==> src/rtl/page_qbank.sv <==
// Bank of NCH independent {data, end-of-stream} circular-buffer queues with registered heads.
// Define PAGE_QBANK_STATS_EN to add per-channel high-water-mark outputs (hwm) and stats_clr.
module page_qbank #(
  parameter int NCH   = 4,
  parameter int W     = 16,
  parameter int DEPTH = 16,
  parameter int SLACK = 0,
  parameter int CW    = $clog2(DEPTH + 1)
) (
  input  logic             clock,
  input  logic             reset,
  input  logic [NCH*W-1:0] qin_d,
  input  logic [NCH-1:0]   qin_e,
  input  logic [NCH-1:0]   qin_v,
  output logic [NCH-1:0]   qin_b,
  output logic [NCH*W-1:0] qout_d,
  output logic [NCH-1:0]   qout_e,
  output logic [NCH-1:0]   qout_v,
  input  logic [NCH-1:0]   qout_b,
  output logic [NCH-1:0]   ovf,
  output logic [NCH*8-1:0] eos_cnt
`ifdef PAGE_QBANK_STATS_EN
  ,
  output logic [NCH*CW-1:0] hwm,
  input  logic              stats_clr
`endif
);

  localparam int PW = (DEPTH > 1) ? $clog2(DEPTH) : 1;
  localparam logic [CW-1:0] FULL_CNT = CW'(DEPTH);
  localparam logic [CW-1:0] BP_CNT   = CW'(DEPTH - SLACK);

  for (genvar i = 0; i < NCH; i++) begin : gCh
    logic [W:0]    mem [DEPTH];
    logic [PW-1:0] wrPtr, rdPtr, nextRd;
    logic [CW-1:0] count, nextCount;
    logic [W-1:0]  headD;
    logic          headE;
    logic          qinB, ovfR;
    logic [7:0]    eosR;
    logic          full, push, pop;
    logic [W:0]    inTok, nextHead;

    assign full      = (count == FULL_CNT);
    assign pop       = (count != '0) && !qout_b[i];
    assign push      = qin_v[i] && (!full || pop);
    assign nextCount = count + CW'(push) - CW'(pop);
    assign nextRd    = rdPtr + PW'(pop);
    assign inTok     = {qin_e[i], qin_d[i*W +: W]};

    // The incoming token becomes the head directly when it lands in the slot the
    // read pointer is about to point at; otherwise the head comes from storage.
    always_comb begin
      nextHead = '0;
      if (nextCount != '0) begin
        if (push && (wrPtr == nextRd)) nextHead = inTok;
        else                           nextHead = mem[nextRd];
      end
    end

    always_ff @(posedge clock or negedge reset) begin
      if (!reset) begin
        count <= '0;
        wrPtr <= '0;
        rdPtr <= '0;
        headD <= '0;
        headE <= 1'b0;
        qinB  <= 1'b0;
        ovfR  <= 1'b0;
        eosR  <= '0;
      end else begin
        count <= nextCount;
        wrPtr <= wrPtr + PW'(push);
        rdPtr <= nextRd;
        headD <= nextHead[W-1:0];
        headE <= nextHead[W];
        qinB  <= (nextCount >= BP_CNT);
        if (qin_v[i] && full && !pop) ovfR <= 1'b1;
        if (pop && headE)             eosR <= eosR + 8'd1;
      end
    end

    always_ff @(posedge clock) begin
      if (push) mem[wrPtr] <= inTok;
    end

    assign qin_b[i]          = qinB;
    assign qout_d[i*W +: W]  = headD;
    assign qout_e[i]         = headE;
    assign qout_v[i]         = (count != '0);
    assign ovf[i]            = ovfR;
    assign eos_cnt[i*8 +: 8] = eosR;

`ifdef PAGE_QBANK_STATS_EN
    logic [CW-1:0] hwmR;

    always_ff @(posedge clock or negedge reset) begin
      if (!reset)                 hwmR <= '0;
      else if (stats_clr)         hwmR <= count;
      else if (nextCount > hwmR)  hwmR <= nextCount;
    end

    assign hwm[i*CW +: CW] = hwmR;
`endif
  end

endmodule

==> config.mk <==
export PLATFORM = sky130hd
export DESIGN_NAME = page_qbank
export DESIGN_NICKNAME = d
export VERILOG_FILES = /design/src/rtl/page_qbank.sv
export SDC_FILE = /design/constraint.sdc
export NUM_CORES = 2
export LEC_CHECK = 0
export BUFFER_PORTS_ARGS = -buffer_cell sky130_fd_sc_hd__buf_2
export CORE_AREA = 3 3 267 374
export DETAILED_ROUTE_END_ITERATION = 10
export DIE_AREA = 0 0 270 377
export PLACE_DENSITY = 0.66
export SYNTH_ARGS = -nofsm -noshare
export SYNTH_HDL_FRONTEND = slang
export SYNTH_SLANG_ARGS = --single-unit
==> constraint.sdc <==
create_clock -name clock -period 4.8 [get_ports clock]
set_clock_uncertainty 0.1 [all_clocks]
set_input_delay 0.96 -clock clock [delete_from_list [all_inputs] [get_ports clock]]
set_output_delay 0.96 -clock clock [all_outputs]
set_load 0.02 [all_outputs]
==> impl_metrics.csv <==
group,metric,value,unit
place,hpwl,61.6,mm
timing,max-slew-margin-rel,17.0,%
clocking,clkLatencyLatePin,0.71,ns
clocking,cts_hold_buf,0,
route,detail-route-antenna-nets,0,
logic_synthesis,yosys_warnings,0,
route,via_count,23300,
critical_path,crit_arrival,4.81,ns
global_route,grt_pass1_wl,157,mm
die,dieArea,0.102,mm²
place,routabilityCongestion,0.781,
logic_synthesis,netlist_instances,2293,
logic_synthesis,synthArstFlopShare,12.8,%
global_route,grt_max_degree,85,
logic_synthesis,synth_ff_type,"edfxtp_1",
status,status,"finished, final reports clean",
route,drc_errors,0,
timing,finalSetupViolCount,0,
route,drt-wirelength-per-cell,26.3,µm
logic_synthesis,ys_types,59,
clocking,ctsResizeCount,0,
timing,finalHoldViolCount,0,
global_route,grt_use_total,20.8,%
cells_and_area,final_common_cell,"edfxtp_1",
worst_hold_path,hp-class,"in -> async",
timing,tightest_slew,1.24,ns
clocking,clockBufferDepth,3,
timing,fmax,0.233,GHz
timing,rsz0062_at_grt,"false",
clocking,cts_tree,"yes",
logic_synthesis,synth-edff-count,1088,
cells_and_area,layout_common_cells,"1088 x edfxtp_1, 272 x mux4_2, 188 x buf_2",
power,p_per_area,672,mW/mm²
die,ios,190,
power,p_leak,18.9,nW
logic_synthesis,avgSynthCellArea,21.0,µm²
critical_path,endpoint_kind,"register",
cells_and_area,nets,2701,
clocking,cts_setup_buffers,0,
cells_and_area,syn_to_final_growth,14.8,%
power,total_power,37.1,mW
route,drtPass1Iterations,6,
die,fp.dieH,377,µm
route,drt_iter0_markers,1606,
logic_synthesis,ys_ff_latch,1248,
flow_run,maxCapViolCount,0,
clocking,cts-root-buf,"clkbuf_16",
route,drt_wl_total,105,mm
clocking,cts_buffers,114,
critical_path,start_kind,"register",
clocking,cts.sink_count,1248,
timing,finalSetupTns,0,ns
die,die_w,270,µm
cells_and_area,fin_area,0.0552,mm²
cells_and_area,multiInputGateArea,0.0109,mm²
timing,slew_viol_final,0,
timing,holdWs,0.214,ns
global_route,grt_pass1_vias,25100,
critical_path,cp.required,5.31,ns
place,place_area,0.0511,mm²
global_route,antenna_found_initial,9,
die,start_util,49.7,%
logic_synthesis,yosysSeqAreaShare,76.2,%
logic_synthesis,syn_area,0.0481,mm²
clocking,path_clk_slew,0.06,ns
power,peakVddDrop,0.000525,V
clocking,h-tree-depth,3,
timing,fin_crit,4.30,ns
logic_synthesis,synth_fp_nets,2415,
die,rows,135,
route,via_per_inst,5.86,
critical_path,critPathMaxFanout,17,
cells_and_area,nFillCells,7093,
cells_and_area,drive_above_1_share,31.6,%
place,port_buffers,189,
timing,finalCritPeriodShare,89.6,%
critical_path,criticalPathCategory,"reg -> reg",
cells_and_area,area.sequential,0.0367,mm²
global_route,overflow,0,
die,core-area,0.0968,mm²
path summary, 6_finish.rpt:
check	from	end	slack, ns	depth (start not counted)
max	gCh[3].count[2]	gCh[3].headD[2]	0.50	14
min	reset	gCh[1].headD[5]	0.21	1
max reg2reg	gCh[3].count[2]	gCh[3].headD[2]	0.50	14
min reg2reg	gCh[3].ovfR	gCh[3].ovfR	0.36	1
max in group asynchronous	reset	gCh[0].eosR[7]	3.40	2
min in group clock	gCh[3].ovfR	gCh[3].ovfR	0.36	1
cell usage after synthesis (all sizes together), types with 23 or more instances:
cell type,number,area share [%]
dfrtp,160,8.3
edfxtp,1088,68
ha,40,1.0
nor2,82,0.67
a22o,68,1.2
mux4,272,13
a22oi,102,1.6
nor3,26,0.28
inv,40,0.31
xor2,29,0.57
xnor2,47,0.87
clkbuf,45,0.35
nand2,73,0.57
nand3,23,0.27
buf,71,0.95
per-layer routing:
layer	global-route usage [%]	part of all wire (%)
met5	0	0.033
met4	7.90	3.2
met3	3.38	5.9
met2	37.0	53
met1	25.5	38
cell type report:
| cell class | instances | area share [%] |
|---|---|---|
| Antenna cell | 5 | 0.0226 |
| Tap cell | 1301 | 2.95 |
| Sequential cell | 1248 | 66.4 |
| Clock buffer | 146 | 5.75 |
| Timing Repair Buffer | 287 | 3.26 |
| Inverter | 40 | 0.272 |
| Multi-Input combinational cell | 888 | 19.7 |
| Clock inverter | 71 | 1.69 |
worst max-delay path, cell delays in order, from the launching register on:
cell and delay, ns:
dfrtp_1 0.39, inv_1 0.08, ha_1 0.20, or4b_4 0.49, nor2b_4 0.16, o21ai_0 0.16, ha_1 0.21, inv_1 0.07
fa_1 0.42, nand2b_1 0.18, a21oi_1 0.19, nor3_1 0.10, o211ai_1 0.19, nor2b_1 0.99, a22o_1 0.29
registers in the layout, indices dropped and copies added, names as in the netlist:
register / count
gCh.wrPtr: 16
gCh.qinB: 4
gCh.rdPtr: 16
gCh.headE: 4
gCh.mem: 1088
gCh.headD: 64
gCh.ovfR: 4
gCh.count: 20
gCh.eosR: 32
logic make-up after synthesis:
| logic type | synth area share (%) |
|---|---|
| flops | 76.2 |
| mux | 12.8 |
| simple gates | 2.69 |
| buf+inv | 1.64 |
| xor+xnor | 1.45 |
| fa+ha+maj | 1.21 |
| compound gates | 3.99 |
through the flow:
step,setup slack [ns],utilization (%),std cells
after floorplan,1.24,-,2293
after global placement,0.604,52.8,3764
after detailed placement,0.421,52.8,3764
after CTS,0.497,57.1,3981
after global routing,0.139,57.1,3986
final,0.501,57.1,3986
power breakdown:
group	switching, mW	leakage [nW]	internal, mW	total (mW)
combinational	7.30	5.14	5.84	13.1
clock	3.96	1.96	5.73	9.68
sequential	0.780	11.8	13.5	14.3
total	12.0	18.9	25.1	37.1
Note: power is estimated with default switching activity, not from simulation.
